File: src/rtl/bus_arb_pkg.sv
// Shared constants for the round-robin bus arbiter: FSM encoding and default sizing.
package bus_arb_pkg;

  // Default number of requesting masters and completion timeout (cycles, 0 = off).
  localparam int unsigned NmDefault    = 3;
  localparam int unsigned ToCycDefault = 1024;

  // Width of every address / data field on both sides of the arbiter.
  localparam int unsigned FieldW = 32;

  // Arbiter FSM encoding.
  localparam logic [2:0] StIdle   = 3'd0;
  localparam logic [2:0] StIssue  = 3'd1;
  localparam logic [2:0] StWaitRd = 3'd2;
  localparam logic [2:0] StWaitWr = 3'd3;
  localparam logic [2:0] StGap    = 3'd4;

endpackage

File: src/rtl/rr_pick.sv
// Combinational round-robin selector: first requester at or after ptr, wrapping at NM.
module rr_pick
  import bus_arb_pkg::*;
#(
  parameter int unsigned NM = NmDefault,
  parameter int unsigned IW = (NM > 1) ? $clog2(NM) : 1
) (
  input  logic [NM-1:0] req,
  input  logic [IW-1:0] ptr,
  output logic [NM-1:0] gnt_oh,
  output logic [IW-1:0] gnt_idx,
  output logic          gnt_vld
);

  // Scan NM positions starting at ptr; the first hit wins.
  always_comb begin
    logic [IW:0] pos;
    gnt_oh  = '0;
    gnt_idx = '0;
    gnt_vld = 1'b0;
    pos     = '0;
    for (int k = 0; k < NM; k++) begin
      pos = {1'b0, ptr} + (IW+1)'(k);
      if (pos >= (IW+1)'(NM)) begin
        pos = pos - (IW+1)'(NM);
      end
      if (!gnt_vld && req[pos[IW-1:0]]) begin
        gnt_vld                 = 1'b1;
        gnt_oh[pos[IW-1:0]]     = 1'b1;
        gnt_idx                 = pos[IW-1:0];
      end
    end
  end

endmodule

File: src/rtl/bus_arb_rr.sv
// Round-robin arbiter funnelling NM masters onto one downstream read/write port.
// One transaction at a time; a one-cycle gap after each completion lets the
// served master drop its request before the next decision.
module bus_arb_rr
  import bus_arb_pkg::*;
#(
  parameter int unsigned NM     = NmDefault,
  parameter int unsigned TO_CYC = ToCycDefault
) (
  input  logic                 clk,
  input  logic                 rst_n,
  // Master side
  input  logic [NM-1:0]        m_read_req,
  input  logic [NM-1:0]        m_write_req,
  input  logic [NM-1:0]        m_read_w,
  input  logic [NM-1:0]        m_read_hw,
  input  logic [NM-1:0]        m_write_w,
  input  logic [NM-1:0]        m_write_hw,
  input  logic [NM*FieldW-1:0] m_read_adr,
  input  logic [NM*FieldW-1:0] m_write_adr,
  input  logic [NM*FieldW-1:0] m_write_data,
  output logic [NM-1:0]        m_read_valid,
  output logic [NM-1:0]        m_write_finish,
  output logic [NM-1:0]        m_err,
  output logic [FieldW-1:0]    m_read_data,
  // Downstream side
  output logic                 read_req,
  output logic                 write_req,
  output logic                 read_w,
  output logic                 read_hw,
  output logic                 write_w,
  output logic                 write_hw,
  output logic [FieldW-1:0]    read_adr,
  output logic [FieldW-1:0]    write_adr,
  output logic [FieldW-1:0]    write_data,
  input  logic                 read_valid,
  input  logic                 write_finish,
  input  logic [FieldW-1:0]    read_data
);

  localparam int unsigned IW     = (NM > 1) ? $clog2(NM) : 1;
  localparam int unsigned CW     = (TO_CYC > 1) ? $clog2(TO_CYC) : 1;
  localparam int unsigned ToLast = (TO_CYC == 0) ? 0 : TO_CYC - 1;
  localparam bit          ToEn   = (TO_CYC != 0);

  logic [2:0]        state_q, state_d;
  logic [IW-1:0]     ptr_q, ptr_d;
  logic [IW-1:0]     g_q, g_d;
  logic              op_wr_q, op_wr_d;
  logic [CW-1:0]     cnt_q, cnt_d;
  logic [FieldW-1:0] rd_adr_q, rd_adr_d;
  logic              rd_w_q, rd_w_d;
  logic              rd_hw_q, rd_hw_d;
  logic [FieldW-1:0] wr_adr_q, wr_adr_d;
  logic [FieldW-1:0] wr_data_q, wr_data_d;
  logic              wr_w_q, wr_w_d;
  logic              wr_hw_q, wr_hw_d;

  logic [NM-1:0]     req_any;
  logic [NM-1:0]     pick_oh;
  logic [IW-1:0]     pick_idx;
  logic              pick_vld;

  logic              sel_wr;
  logic [FieldW-1:0] sel_rd_adr, sel_wr_adr, sel_wr_data;
  logic              sel_rd_w, sel_rd_hw, sel_wr_w, sel_wr_hw;

  logic [NM-1:0]     g_oh;
  logic [IW-1:0]     nxt_ptr;
  logic              rd_done, wr_done, in_wait, to_hit, to_fire;

  assign req_any = m_read_req | m_write_req;

  rr_pick #(
    .NM (NM),
    .IW (IW)
  ) u_rr_pick (
    .req     (req_any),
    .ptr     (ptr_q),
    .gnt_oh  (pick_oh),
    .gnt_idx (pick_idx),
    .gnt_vld (pick_vld)
  );

  // Mux the picked master's fields; a master with both requests is served as a write first.
  always_comb begin
    sel_rd_adr  = '0;
    sel_wr_adr  = '0;
    sel_wr_data = '0;
    sel_rd_w    = 1'b0;
    sel_rd_hw   = 1'b0;
    sel_wr_w    = 1'b0;
    sel_wr_hw   = 1'b0;
    for (int i = 0; i < NM; i++) begin
      if (pick_oh[i]) begin
        sel_rd_adr  = m_read_adr[FieldW*i +: FieldW];
        sel_wr_adr  = m_write_adr[FieldW*i +: FieldW];
        sel_wr_data = m_write_data[FieldW*i +: FieldW];
        sel_rd_w    = m_read_w[i];
        sel_rd_hw   = m_read_hw[i];
        sel_wr_w    = m_write_w[i];
        sel_wr_hw   = m_write_hw[i];
      end
    end
    sel_wr = |(pick_oh & m_write_req);
  end

  // Completion / timeout qualifiers; a real completion beats a coincident timeout.
  always_comb begin
    g_oh       = '0;
    g_oh[g_q]  = 1'b1;
    nxt_ptr    = (g_q == IW'(NM - 1)) ? '0 : g_q + IW'(1);
    rd_done    = (state_q == StWaitRd) && read_valid;
    wr_done    = (state_q == StWaitWr) && write_finish;
    in_wait    = (state_q == StWaitRd) || (state_q == StWaitWr);
    to_hit     = ToEn && in_wait && (cnt_q == CW'(ToLast));
    to_fire    = to_hit && !rd_done && !wr_done;
  end

  // Next-state: grant in IDLE, pulse in ISSUE, wait for completion or timeout, then gap.
  always_comb begin
    state_d   = state_q;
    ptr_d     = ptr_q;
    g_d       = g_q;
    op_wr_d   = op_wr_q;
    cnt_d     = cnt_q;
    rd_adr_d  = rd_adr_q;
    rd_w_d    = rd_w_q;
    rd_hw_d   = rd_hw_q;
    wr_adr_d  = wr_adr_q;
    wr_data_d = wr_data_q;
    wr_w_d    = wr_w_q;
    wr_hw_d   = wr_hw_q;
    unique case (state_q)
      StIdle: begin
        if (pick_vld) begin
          g_d     = pick_idx;
          op_wr_d = sel_wr;
          if (sel_wr) begin
            wr_adr_d  = sel_wr_adr;
            wr_data_d = sel_wr_data;
            wr_w_d    = sel_wr_w;
            wr_hw_d   = sel_wr_hw;
          end else begin
            rd_adr_d = sel_rd_adr;
            rd_w_d   = sel_rd_w;
            rd_hw_d  = sel_rd_hw;
          end
          state_d = StIssue;
        end
      end
      StIssue: begin
        cnt_d   = '0;
        state_d = op_wr_q ? StWaitWr : StWaitRd;
      end
      StWaitRd, StWaitWr: begin
        if (rd_done || wr_done || to_fire) begin
          ptr_d   = nxt_ptr;
          state_d = StGap;
        end else if (ToEn) begin
          cnt_d = cnt_q + CW'(1);
        end
      end
      StGap: begin
        state_d = StIdle;
      end
      default: begin
        state_d = StIdle;
      end
    endcase
  end

  // State and captured transaction fields.
  always_ff @(posedge clk or negedge rst_n) begin
    if (!rst_n) begin
      state_q   <= StIdle;
      ptr_q     <= '0;
      g_q       <= '0;
      op_wr_q   <= 1'b0;
      cnt_q     <= '0;
      rd_adr_q  <= '0;
      rd_w_q    <= 1'b0;
      rd_hw_q   <= 1'b0;
      wr_adr_q  <= '0;
      wr_data_q <= '0;
      wr_w_q    <= 1'b0;
      wr_hw_q   <= 1'b0;
    end else begin
      state_q   <= state_d;
      ptr_q     <= ptr_d;
      g_q       <= g_d;
      op_wr_q   <= op_wr_d;
      cnt_q     <= cnt_d;
      rd_adr_q  <= rd_adr_d;
      rd_w_q    <= rd_w_d;
      rd_hw_q   <= rd_hw_d;
      wr_adr_q  <= wr_adr_d;
      wr_data_q <= wr_data_d;
      wr_w_q    <= wr_w_d;
      wr_hw_q   <= wr_hw_d;
    end
  end

  // Outputs: request pulses from state, strobes steered to the granted master.
  always_comb begin
    read_req       = (state_q == StIssue) && !op_wr_q;
    write_req      = (state_q == StIssue) && op_wr_q;
    m_read_valid   = rd_done ? g_oh : '0;
    m_write_finish = wr_done ? g_oh : '0;
    m_err          = to_fire ? g_oh : '0;
    // Gated so the bus stays quiet (and zero in reset) outside a completion.
    m_read_data    = rd_done ? read_data : '0;
    read_adr       = rd_adr_q;
    read_w         = rd_w_q;
    read_hw        = rd_hw_q;
    write_adr      = wr_adr_q;
    write_data     = wr_data_q;
    write_w        = wr_w_q;
    write_hw       = wr_hw_q;
  end

endmodule

File: config.mk
export PLATFORM = sky130hd
export DESIGN_NAME = bus_arb_rr
export DESIGN_NICKNAME = d
export VERILOG_FILES = /design/src/rtl/bus_arb_pkg.sv /design/src/rtl/rr_pick.sv /design/src/rtl/bus_arb_rr.sv
export SDC_FILE = /design/constraint.sdc
export NUM_CORES = 1
export LEC_CHECK = 0
export CORE_AREA = 2 2 190 192
export DETAILED_ROUTE_END_ITERATION = 12
export DIE_AREA = 0 0 192 194
export PLACE_DENSITY = 0.63
export SYNTH_ARGS = -nofsm -noshare
export SYNTH_HDL_FRONTEND = slang
export SYNTH_SLANG_ARGS = --single-unit
File: constraint.sdc
create_clock -name clk -period 3.3 [get_ports clk]
set_input_delay 0.66 -clock clk [delete_from_list [all_inputs] [get_ports clk]]
set_output_delay 0.66 -clock clk [all_outputs]
set_load 0.01 [all_outputs]
# --- After elaboration in Yosys (flattened, before gate mapping) ---
# Cells that the tools add are included.
totals:
  regBits: 118
  latch_bits: 0
  ramBits: 0
  mem_bits_ro: 0
  input_bits: 342
  output_inout_bits: 143
  wordCells: 132
  memories: 0
classes:
  add_sub_neg: 7
  mul: 0
  div: 0
  magnitude_cmp: 11
  eq_ne: 8
  shift: 0
  muxes: 58
  bitwise: 5
  reduce_logical: 31
ops:
  columns: ["op", "count"]
  rows:
  - ["$mux 32", 10]
  - ["$mux 3", 8]
  - ["$mux 1", 23]
  - ["$pmux 10 s2", 1]
  - ["$mux 2", 7]
  - ["$logic_and 1x1->1", 13]
  - ["$lt 2x3->1 const B", 4]
  - ["$add 10x1->10 const B", 1]
  - ["$eq 10x10->1 const B", 1]
  - ["$mux 10", 1]
  - ["$or 3x3->3", 3]
  - ["$pmux 3 s3", 1]
  - ["$demux 1 s2", 4]
  - ["$ge 2x1->1 const B", 4]
  - ["$reduce_and 2->1", 4]
  - ["$bmux 1 s2", 3]
  - ["$eq 3x2->1 const B", 2]
  - ["$ge 3x2->1 const B", 2]
  - ["$ne 2x2->1 const B", 3]
  - ["$reduce_and 3->1", 2]
  - ["$sub 2x2->2 const B", 3]
  - ["$logic_not 1->1", 5]
  - ["$add 2x1->3 const B", 1]
  - ["$add 2x2->3 const B", 1]
  - ["other kinds (11)", 13]

# --- Depth between registers and ports, before layout ---
depth:
  word_depth: 15
  mapped_depth: 12
  ltp_nobuf: 9

# --- Hierarchy ---
# From an unflattened synthesis, not the netlist that was laid out.
hier_totals:
  hier_cells: 740
  hier_area_um2: 7069.3
by_module_without_submodules:
  columns: ["mod", "n_inst", "cells_per_inst", "area_each_um2", "seq_area_each_um2"]
  rows:
  - ["bus_arb_rr", 1, 701, 6770.2, 2952.8]
  - ["rr_pick", 1, 39, 299.0, 0.0]

# --- Worst setup path before layout ---
# OpenSTA, ideal clock, no wires.
synth_path:
  path_kind: "reg-to-reg"
  start: "register ptr_q[0]"
  end: "register rd_adr_q[24] (netlist: read_adr[24])"
  arrival_time_ns: 2.454
  required_ns: 3.208
  setup_slack_ns: 0.754
  stages_incl_launch_ff: 11
  path_buffers: 3
  synth_period_minus_slack_ns: 2.546
  path_cell_list: "dfrtp_1 > inv_1 > ha_1 > buf_2 > a211oi_1 > mux2i_1 > nor3_1 > buf_2 > clkbuf_1 > a221oi_2 > o31ai_2"
synth_between:
  elab_chain_len: 15
synth_rtl:
  columns: ["item", "line_no", "source"]
  rows:
  - ["start, declared", "bus_arb_rr.sv:47", "logic [IW-1:0] ptr_q, ptr_d;"]
  - ["start signal, assigned", "bus_arb_rr.sv:190", "ptr_q <= ptr_d;"]
  - ["$add 2x1->3, or another cell as far along", "rr_pick.sv:23", "pos = {1'b0, ptr} + (IW+1)'(k);"]
  - ["$ge 3x2->1, or another cell as far along", "rr_pick.sv:24", "if (pos >= (IW+1)'(NM)) begin"]
  - ["$mux 2, or another cell as far along", "rr_pick.sv:24", null]
  - ["$lt 2x3->1 (implied by the code), or another cell as far along", "rr_pick.sv:29", "gnt_oh[pos[IW-1:0]] = 1'b1;"]
  - ["$logic_and 1x1->1 (implied by the code), or another cell as far along", "rr_pick.sv:29", null]
  - ["$mux 1 (implied by the code), or another cell as far along", "rr_pick.sv:29", null]
  - ["$demux 1 s2, or another cell as far along", null, null]
  - ["$or 3x3->3 (no line) / $mux 1 (equally long branches)", null, null]
  - ["$mux 3 / $logic_not 1->1 (equally long branches)", "rr_pick.sv:27", "if (!gnt_vld && req[pos[IW-1:0]]) begin"]
  - ["$or 3x3->3 (no line) / $logic_and 1x1->1 (equally long branches)", null, null]
  - ["$mux 3", "rr_pick.sv:27", null]
  - ["$and 3x3->3", "bus_arb_rr.sv:105", "sel_wr = |(pick_oh & m_write_req);"]
  - ["$reduce_or 3->1", "bus_arb_rr.sv:105", null]
  - ["$not 1->1 (no line)", null, null]
  - ["$reduce_and 3->1 (no line)", null, null]
  - ["end signal, assigned", "bus_arb_rr.sv:194", "rd_adr_q <= rd_adr_d;"]
  - ["end, declared", "bus_arb_rr.sv:51", "logic [FieldW-1:0] rd_adr_q, rd_adr_d;"]
# Several ways; a longest one is shown, not always the timed one. The select of a mux whose other input is x is not followed.
# A chain may end at the register's enable or synchronous reset.

# --- Final worst setup path ---
layout_path:
  start: "input port read_valid"
  end: "output port m_err[1]"
layout_between:
  elab_chain_len: 5
layout_rtl:
  columns: ["item", "line_no", "source"]
  rows:
  - ["start, declared", "bus_arb_rr.sv:36", "input logic read_valid,"]
  - ["$logic_and 1x1->1", "bus_arb_rr.sv:113", "rd_done = (state_q == StWaitRd) && read_valid;"]
  - ["$logic_not 1->1", "bus_arb_rr.sv:117", "to_fire = to_hit && !rd_done && !wr_done;"]
  - ["$logic_and 1x1->1 (2 in series)", "bus_arb_rr.sv:117", null]
  - ["$mux 3", "bus_arb_rr.sv:210", "m_err = to_fire ? g_oh : '0;"]
  - ["end, declared", "bus_arb_rr.sv:24", "output logic [NM-1:0] m_err,"]
# Every way passes these cells.

==> reports/results.ini <==
[outcome]
status=completed

[layout]
diodes=0
nNetsFinal=1570
design_area_sq_um=13710
fillerInstances=3530
final_util_pct=38.91
drive_gt1_share_pct=14.97
area_delta_synth_final_pct=81.43

[worst_setup_path]
path_max_fanout=3
end_kind=output pin
crit_path_start_kind=primary input
worst-setup-path-type=in2out
crit_arrival_ns=2.44
required_ns=2.64

[timing]
fin_skew_ns=0.01545
tightest_slew_ns=0.6752
maxSlewHeadroom_pct=54.99
slew_viol_final=0
max_freq_ghz=0.3228
period_share_pct=93.88
hold_viol_final=0
fin_setup_tns_ns=0
finalSetupViolCount=0
grt_setup_unrepaired=no
min_period_ns=3.098

[place]
dpl_cell_area_sq_um=13050
dpl.hpwl_um=24810
gp_congestion=0.7933
port_buffers=484

[yosys]
synth_area_sq_um=7555
ys_ff_latch=118
synth_ff_type=dfrtp_1
yosysTopAreaCell=dfrtp_1
synth.yosys.seq_area_share_pct=39.09
yosysWarnings=0
synthTopCellsByArea=dfrtp_1, a221oi_2, o31ai_2
synth.top_cell.area_share_pct=39.09
syn_inst=768
avgSynthCellArea_sq_um=9.837
synth-edff-count=0
async_flop_share_pct=100.0
netlist-cell-type-count=52
synth_fp_nets=1115

[power]
combPwrFrac_pct=69.0
pwr-share-clk_pct=14.6
swShare_pct=46.85
p_leak_nw=5.157
pwr-share-seq_pct=16.5
p_int_mw=7.693
p_switching_mw=6.780
irDropWorstVdd_v=0.001287
powerDensity_nw_per_um2=1056

[clock_network]
cts-root-buf=clkbuf_16
clk_pin_slew_ns=0.05
htree_num_levels=4
ctsLongestPathBuffers=2
hold_buffers=0
clk_latency_ns=0.44
cts_tree=done
numCtsBuffers=17
clock-sinks=118

[floorplan]
core_area_sq_um=35220
fp.dieH_um=194
io_pins=485
fp.dieArea_sq_um=37250
rows=69
start_util_pct=21.45
die_w_um=192

[routing]
totalWireLength_um=33120
via_per_inst=4.870
drtIter0Drc=259
dr.pass1.iters=4
ant_nets=0
vias=8265
post_drt_wl_per_cell_um=19.51
drc=0

[grt]
grt_antenna_before_repair=2
overflow=0
grt_pass1_vias=8451
grt_max_degree=81
grt_pass1_wl_um=49330
grt_usage_pct=17.39

[run]
maxCapViolations=0

[min_path]
hold_path_class=in2async

-- metal layers --
layer | part of all wire (%) | GRT usage (%)
met4 | 1.9 | 5.655
met2 | 51 | 30.55
met1 | 39 | 20.02
met5 | 0.069 | 0
met3 | 7.9 | 5.195
-- flip-flops by register name (all words and copies together), names as in the netlist --
| name | flops |
|---|---|
| g_q | 2 |
| write_w | 1 |
| write_data | 32 |
| state_q | 3 |
| read_adr | 32 |
| write_adr | 32 |
| read_w | 1 |
| cnt_q | 10 |
| ptr_q | 2 |
| write_hw | 1 |
| op_wr_q | 1 |
| read_hw | 1 |
-- timing repair --
item                       4_1_cts  5_1_grt
setup buffers                    0        0
setup endpoints to repair        0        1
hold endpoints to repair         0        0
gates resized for setup          0        1
-- worst max-delay path: stages --
cell and delay, ns:
clkdlybuf4s50_1 0.46, mux2_2 0.31, nor2_1 0.12, nand2_1 0.11
nor2_1 0.20, clkdlybuf4s50_1 0.58
-- Yosys cell counts, types with 2 or more instances --
cell type	number
nand2_1	10
buf_2	10
inv_1	7
a21oi_1	6
nand2b_1	5
nand3_1	4
clkbuf_1	49
a221oi_1	50
o21ai_0	111
ha_1	5
nand4_1	3
buf_6	10
buf_4	11
mux2_2	5
or3_1	3
and2_1	34
mux2i_1	3
buf_1	2
o31ai_1	54
dfrtp_1	118
a211oi_1	3
nor3_1	9
nor2b_1	6
or2_1	3
nor2_1	119
o31ai_2	47
nor3b_1	3
a221oi_2	50
xor2_1	5
-- stage by stage --
stage                     hold slack, ns  std cells  power, mW  setup slack [ns]
after detailed placement          0.5002       1665      12.49          -0.07731
after CTS                         0.2408       1697      14.67            0.1223
after global routing              0.2414       1697      15.46           0.07571
after global placement            0.4916       1665      12.37          -0.06579
final                             0.2206       1697      14.47            0.2018
after floorplan                   0.3644        768      8.591            0.7540
-- cell families (layout without fill, tap and decap cells) --
group / after synthesis / in the layout / synth area share (%)
AOI/OAI and AO/OA: 335 / 335 / 39.05
and+or+nand+nor: 207 / 207 / 13.07
DFF: 118 / 118 / 39.09
buffers and inverters: 89 / 557 / 6.128
muxes: 8 / 8 / 1.143
xor gates and xnor gates: 6 / 6 / 0.6956
adders and majority gates: 5 / 5 / 0.8281
-- layout by cell type, fill, tap and decap left out, drive strengths merged, types with 7 or more instances in the layout --
cell | synthesis | layout
o31ai | 101 | 101
clkbuf | 49 | 20
nor2 | 119 | 119
dfrtp | 118 | 118
a221oi | 100 | 100
buf | 33 | 35
and2 | 35 | 35
inv | 7 | 7
nor3 | 10 | 10
o21ai | 111 | 111
nand2 | 10 | 10
clkdlybuf4s50 | 0 | 483
-- power by group through the flow --
stage                     clock [mW]  combinational [mW]  sequential [mW]
after floorplan                    0                6.04             2.55
after global placement             0                9.99             2.38
after detailed placement           0                10.1             2.41
after CTS                       2.16                10.1             2.39
after global routing            2.24                10.8             2.45
final                           2.11                9.98             2.38
-- final timing paths --
path / start / end / slack, ns / depth (start not counted)
max in group asynchronous: rst_n / write_adr[24] / 2.33 / 2
min in group clk: write_data[20] / write_data[20] / 0.51 / 2
worst max-delay path: read_valid / m_err[1] / 0.20 / 6
worst min-delay path: rst_n / write_adr[4] / 0.22 / 1
worst max register to register: ptr_q[1] / write_adr[22] / 0.24 / 10
worst min register to register: write_data[20] / write_data[20] / 0.51 / 2
-- area by class of cell --
type / instances / area, sq um / share of cell area, %
Timing Repair Buffer: 518 / 5301 / 38.68
Multi-Input combinational cell: 561 / 4193 / 30.59
Sequential cell: 118 / 2953 / 21.54
Tap cell: 461 / 576.8 / 4.208
Clock buffer: 20 / 456.7 / 3.332
Clock inverter: 12 / 200.2 / 1.461
Inverter: 7 / 26.28 / 0.1917
Power figures use the tool's default switching activity.
